## src/rtl/mem_dump_streamer_if.sv

```systemverilog
// mem_dump_streamer_if
// Groups the command, memory read port and output stream of the memory dump
// engine. The clock and reset are not part of the bundle.
//   master : the streamer. It drives the status, the memory read strobe and
//            address, and the output stream.
//   slave  : the environment. It drives the command, the read data and
//            out_ready.
interface mem_dump_streamer_if #(
    parameter int ADDR_W = 12,
    parameter int DATA_W = 32
);
    logic              start;
    logic [ADDR_W-1:0] base_addr;
    logic [ADDR_W:0]   word_count;
    logic              busy;
    logic              done;
    logic              mem_rd_en;
    logic [ADDR_W-1:0] mem_rd_addr;
    logic [DATA_W-1:0] mem_rd_data;
    logic              out_valid;
    logic              out_ready;
    logic [DATA_W-1:0] out_data;
    logic [ADDR_W-1:0] out_addr;
    logic              out_last;

    modport master (
        input  start, base_addr, word_count, mem_rd_data, out_ready,
        output busy, done, mem_rd_en, mem_rd_addr,
        output out_valid, out_data, out_addr, out_last
    );

    modport slave (
        output start, base_addr, word_count, mem_rd_data, out_ready,
        input  busy, done, mem_rd_en, mem_rd_addr,
        input  out_valid, out_data, out_addr, out_last
    );
endinterface

```

## src/rtl/mem_dump_streamer.sv

```systemverilog
// mem_dump_streamer
// Reads a contiguous block of words out of the CPU's unified memory through a
// dedicated read port. Each word goes out on a valid/ready stream, tagged with
// its word address.
// Only one read is in flight at a time. Each word follows the sequence
// REQ -> CAPT -> SEND.
// Ports:
//   i_clk   : clock; all state changes happen on the rising edge
//   i_reset : synchronous, active-high reset
//   bus     : mem_dump_streamer_if.master, which carries:
//             - the command: start, base_addr, word_count
//             - the status: busy, done
//             - the memory read port: mem_rd_en, mem_rd_addr, mem_rd_data
//             - the stream: out_valid, out_ready, out_data, out_addr, out_last
module mem_dump_streamer #(
    parameter int ADDR_W = 12,
    parameter int DATA_W = 32
) (
    input logic                 i_clk,
    input logic                 i_reset,
    mem_dump_streamer_if.master bus
);

    typedef enum logic [2:0] {
        S_IDLE,
        S_REQ,
        S_CAPT,
        S_SEND,
        S_DONE
    } state_t;

    state_t            r_state;
    state_t            w_next_state;
    logic [ADDR_W-1:0] r_addr;
    logic [ADDR_W:0]   r_remain;      // one extra bit so a full-memory dump fits
    logic [DATA_W-1:0] r_out_data;
    logic [ADDR_W-1:0] r_out_addr;
    logic              r_out_last;
    logic              w_handshake;

    assign w_handshake = (r_state == S_SEND) && bus.out_ready;

    // State register
    always_ff @(posedge i_clk) begin
        if (i_reset) r_state <= S_IDLE;
        else         r_state <= w_next_state;
    end

    // Next-state logic
    always_comb begin
        w_next_state = r_state;
        case (r_state)
            S_IDLE: begin
                if (bus.start)
                    w_next_state = (bus.word_count == '0) ? S_DONE : S_REQ;
            end
            S_REQ:  w_next_state = S_CAPT;
            S_CAPT: w_next_state = S_SEND;
            S_SEND: begin
                // r_out_last was set in CAPT from remaining == 1.
                if (w_handshake)
                    w_next_state = r_out_last ? S_DONE : S_REQ;
            end
            S_DONE:  w_next_state = S_IDLE;
            default: w_next_state = S_IDLE;
        endcase
    end

    // Counters and the registers behind the output stream
    always_ff @(posedge i_clk) begin
        if (i_reset) begin
            r_addr     <= '0;
            r_remain   <= '0;
            r_out_data <= '0;
            r_out_addr <= '0;
            r_out_last <= 1'b0;
        end else begin
            case (r_state)
                S_IDLE: begin
                    if (bus.start) begin
                        r_addr   <= bus.base_addr;
                        r_remain <= bus.word_count;
                    end
                end
                S_CAPT: begin
                    r_out_data <= bus.mem_rd_data;
                    r_out_addr <= r_addr;
                    r_out_last <= (r_remain == {{ADDR_W{1'b0}}, 1'b1});
                end
                S_SEND: begin
                    if (w_handshake) begin
                        // The address wraps naturally at 2^ADDR_W.
                        r_addr   <= r_addr + 1'b1;
                        r_remain <= r_remain - 1'b1;
                    end
                end
                default: ;
            endcase
        end
    end

    // Status and strobe outputs are decoded from the state.
    assign bus.busy        = (r_state != S_IDLE);
    assign bus.done        = (r_state == S_DONE);
    assign bus.mem_rd_en   = (r_state == S_REQ);
    assign bus.mem_rd_addr = (r_state == S_REQ) ? r_addr : '0;
    assign bus.out_valid   = (r_state == S_SEND);
    assign bus.out_data    = r_out_data;
    assign bus.out_addr    = r_out_addr;
    assign bus.out_last    = r_out_last;

endmodule

```

## src/flat_wrapper.sv

```systemverilog
// flat-port wrapper written by rule: the top's interface ports become plain ports
module mem_dump_streamer_flat 
#(
    parameter int ADDR_W = 12,
    parameter int DATA_W = 32
)
  (i_clk, i_reset, bus_start, bus_base_addr, bus_word_count, bus_mem_rd_data, bus_out_ready, bus_busy, bus_done, bus_mem_rd_en, bus_mem_rd_addr, bus_out_valid, bus_out_data, bus_out_addr, bus_out_last);
  mem_dump_streamer_if #(.ADDR_W(ADDR_W), .DATA_W(DATA_W)) bus_i ();
  input logic i_clk;
  input logic i_reset;
  input wire logic [$bits(bus_i.start)-1:0] bus_start;
  input wire logic [$bits(bus_i.base_addr)-1:0] bus_base_addr;
  input wire logic [$bits(bus_i.word_count)-1:0] bus_word_count;
  input wire logic [$bits(bus_i.mem_rd_data)-1:0] bus_mem_rd_data;
  input wire logic [$bits(bus_i.out_ready)-1:0] bus_out_ready;
  output wire logic [$bits(bus_i.busy)-1:0] bus_busy;
  output wire logic [$bits(bus_i.done)-1:0] bus_done;
  output wire logic [$bits(bus_i.mem_rd_en)-1:0] bus_mem_rd_en;
  output wire logic [$bits(bus_i.mem_rd_addr)-1:0] bus_mem_rd_addr;
  output wire logic [$bits(bus_i.out_valid)-1:0] bus_out_valid;
  output wire logic [$bits(bus_i.out_data)-1:0] bus_out_data;
  output wire logic [$bits(bus_i.out_addr)-1:0] bus_out_addr;
  output wire logic [$bits(bus_i.out_last)-1:0] bus_out_last;
  assign bus_i.start = bus_start;
  assign bus_i.base_addr = bus_base_addr;
  assign bus_i.word_count = bus_word_count;
  assign bus_i.mem_rd_data = bus_mem_rd_data;
  assign bus_i.out_ready = bus_out_ready;
  assign bus_busy = bus_i.busy;
  assign bus_done = bus_i.done;
  assign bus_mem_rd_en = bus_i.mem_rd_en;
  assign bus_mem_rd_addr = bus_i.mem_rd_addr;
  assign bus_out_valid = bus_i.out_valid;
  assign bus_out_data = bus_i.out_data;
  assign bus_out_addr = bus_i.out_addr;
  assign bus_out_last = bus_i.out_last;
  mem_dump_streamer #(.ADDR_W(ADDR_W), .DATA_W(DATA_W)) u_core (.i_clk(i_clk), .i_reset(i_reset), .bus(bus_i));
endmodule
```

## config.mk

```make
export PLATFORM = sky130hd
export DESIGN_NAME = mem_dump_streamer_flat
export DESIGN_NICKNAME = d
export VERILOG_FILES = /design/src/rtl/mem_dump_streamer_if.sv /design/src/rtl/mem_dump_streamer.sv /design/src/flat_wrapper.sv
export SDC_FILE = /design/constraint.sdc
export NUM_CORES = 1
export LEC_CHECK = 0
export CAP_MARGIN = 0
export CORE_MARGIN = 1
export CORE_UTILIZATION = 45
export DETAILED_ROUTE_END_ITERATION = 10
export GPL_TIMING_DRIVEN = 0
export PLACE_DENSITY = 0.83
export RECOVER_POWER = 100
export SYNTH_ARGS = -nofsm -noshare
export SYNTH_HDL_FRONTEND = slang
export SYNTH_SLANG_ARGS = --single-unit
```

## constraint.sdc

```tcl
create_clock -name i_clk -period 2.3 [get_ports i_clk]
set_input_delay 0.69 -clock i_clk [delete_from_list [all_inputs] [get_ports i_clk]]
set_output_delay 0.69 -clock i_clk [all_outputs]
set_load 0.005 [all_outputs]
```

==> impl_metrics.env <==
export IMPL_fin_nets=658
export IMPL_cp_required_ns=1.61
export IMPL_numPortBuffers=121
export IMPL_clkTransAtPathRegs_ns=0.08
export IMPL_antenna_left=0
export IMPL_final_common_cell="nand2_1"
export IMPL_root_buffer="clkbuf_8"
export IMPL_startpoint_type="flip-flop"
export IMPL_grt_pass1_vias=3780
export IMPL_skew_ns=0.008044
export IMPL_gp_congestion=0.8721
export IMPL_rsz0062_at_grt="true"
export IMPL_first_pass_iters=5
export IMPL_post_route_min_period_ns=2.299
export IMPL_avgSynthCellArea_um2=7.906
export IMPL_worstSetupStartpoint="u_core.r_state[0]"
export IMPL_placed_area_um2=4853
export IMPL_max_cap_violations=0
export IMPL_hold_violations=0
export IMPL_power_leakage_nw=2.113
export IMPL_min_from="u_core.bus.out_addr[8]"
export IMPL_timing_hold_ws_ns=0.4527
export IMPL_ys_seq_area_share_pct=41.54
export IMPL_setup_violations=0
export IMPL_cts_made_buffers=9
export IMPL_start_util_pct=47.49
export IMPL_die_w_um=90.42
export IMPL_synth_cells=445
export IMPL_grt_pass1_wl_mm=18.29
export IMPL_grtUsageTotal_pct=27.49
export IMPL_clkSinkCount=73
export IMPL_ys_flop_type="dfxtp_1"
export IMPL_cts_tree="yes"
export IMPL_cts_max_path_buffers=2
export IMPL_syn_to_final_growth_pct=49.40
export IMPL_r2r_start="u_core.r_state[0]"
export IMPL_syn_area_um2=3518
export IMPL_worstSetupPathType="flip-flop to output pin"
export IMPL_status="finished clean"
export IMPL_drive_gt1_share_pct=14.88
export IMPL_path_max_fanout=8
export IMPL_remaining_drc_errors=0
export IMPL_power_density_nw_per_um2=698.4
export IMPL_synth_warnings=0
export IMPL_irDropWorstVdd_mv=0.3998
export IMPL_fin_area_um2=5256
export IMPL_fillerInstances=571
export IMPL_wire_per_inst_um=15.78
export IMPL_io_pins=122
export IMPL_syn_num_nets=509
export IMPL_antenna_found_initial=0
export IMPL_drv_slew=0
export IMPL_rows=31
export IMPL_die_h_um=90.42
export IMPL_first_iter_violations=265
export IMPL_grt_ovfl_total=0
export IMPL_dp_hpwl_mm=7.814
export IMPL_endpoint_kind="output pin"
export IMPL_worst_slew_pin_slew_ns=0.7013
export IMPL_holdPathStages=2
export IMPL_core_area_um2=7408
export IMPL_synthArstFlopShare_pct=0
export IMPL_synth_seq_cells=73
export IMPL_vias_per_cell=5.511
export IMPL_clock_latency_ns=0.34
export IMPL_period_share_pct=99.94
export IMPL_die_area_um2=8176
export IMPL_num_antenna_cells=0
export IMPL_cp_arrival_ns=1.61
export IMPL_synth_edf_count=0
export IMPL_routed_wl_mm=11.00
export IMPL_hp_class="flip-flop to flip-flop"
export IMPL_grt_max_degree=17
export IMPL_cts_htree_levels=3
export IMPL_final_cell_mix="nand2_1, dfxtp_1, a21oi_1"
export IMPL_synthDistinctLibCells=59
export IMPL_timing_slew_headroom_pct=52.65
export IMPL_r2r_cells=8
export IMPL_vias=3841
export IMPL_fmax_mhz=435.0
-- worst max-delay path, cell delays in order (launching register included) --
cell and delay (ns):
dfxtp_2 0.35, buf_6 0.12, nor3b_4 0.28, buf_4 0.19, buf_6 0.09, and2_1 0.12
buf_2 0.12
-- registers in the layout (all words and copies together) (netlist names) --
name,flops
u_core.bus.out_addr,12
u_core.bus.out_data,32
u_core.bus.out_last,1
u_core.r_addr,12
u_core.r_remain,13
u_core.r_state,3
-- power breakdown --
part,switching (mW),internal (mW),leakage [nW]
Sequential,0.118,1.39,0.597
Combinational,0.536,0.527,1.41
Clock,0.493,0.610,0.102
Total,1.15,2.52,2.11
-- through the flow --
step           utilization (%)  instances  TNS [ns]  setup slack (ns)  power [mW]
3_3_place_gp             65.51        665    -7.704           -0.3578       2.471
3_5_place_dp             65.51        665    -9.724           -0.4171       2.503
5_1_grt                  70.95        697   -0.7177          -0.08361       3.854
4_1_cts                  70.14        690   -0.2754          -0.07013       3.667
2_1_floorplan                -        445         0            0.3594       2.064
6_report                 70.95        697         0          0.001359       3.671
-- cells by family after synthesis --
group | share of synthesized area, %
simple gates | 29.23
compound gates | 21.37
flops | 41.54
buf+inv | 5.619
mux | 1.174
fa+ha+maj | 1.067
-- timing repair --
item | CTS | global route
cloned | 1 | 0
resized for setup | 70 | 13
hold buffers | 0 | 0
buffers inserted | 10 | 8
pin swaps | 2 | 1
endpoints found under the setup margin | 16 | 14
-- final timing paths --
| kind | to | slack (ns) |
|---|---|---|
| worst max register to register | u_core.r_addr[1] | 0.14 |
| worst min register to register | u_core.bus.out_addr[8] | 0.45 |
| worst min-delay path | u_core.bus.out_addr[8] | 0.45 |
| worst max-delay path | bus_mem_rd_addr[4] | 0.001 |
-- layout make-up --
class | instances | area (um^2) | area share (%)
Clock inverter | 6 | 92.59 | 1.761
Inverter | 8 | 42.54 | 0.8093
Timing Repair Buffer | 139 | 1354 | 25.76
Clock buffer | 9 | 123.9 | 2.357
Tap cell | 99 | 123.9 | 2.357
Sequential cell | 73 | 1468 | 27.92
Buffer | 32 | 183.9 | 3.499
Multi-Input combinational cell | 331 | 1868 | 35.54
-- cells in the mapped netlist, types with 6 or more instances --
cell type / count / area (um^2)
nor2_1: 16 / 60.06
inv_1: 7 / 26.28
a21oi_1: 67 / 335.3
o21ai_0: 16 / 80.08
and2_1: 19 / 118.9
nor3_1: 7 / 35.03
dfxtp_1: 73 / 1461
and3_1: 8 / 50.05
nand3_1: 10 / 50.05
nand2_1: 104 / 390.4
nand4_1: 7 / 43.79
buf_2: 14 / 70.07
clkbuf_1: 14 / 52.55
o21ai_1: 6 / 30.03
-- per-layer routing --
layer  share of wire [%]  vias to the layer above  global-route usage [%]
li1                    -                     1866                       -
met1                  42                     1770                   34.76
met2                  48                      188                   45.93
met3                 7.8                       17                   5.303
met4                 1.5                        0                   11.02
met5                   0                        -                       0
No activity file was read; power rests on OpenSTA's default activity.
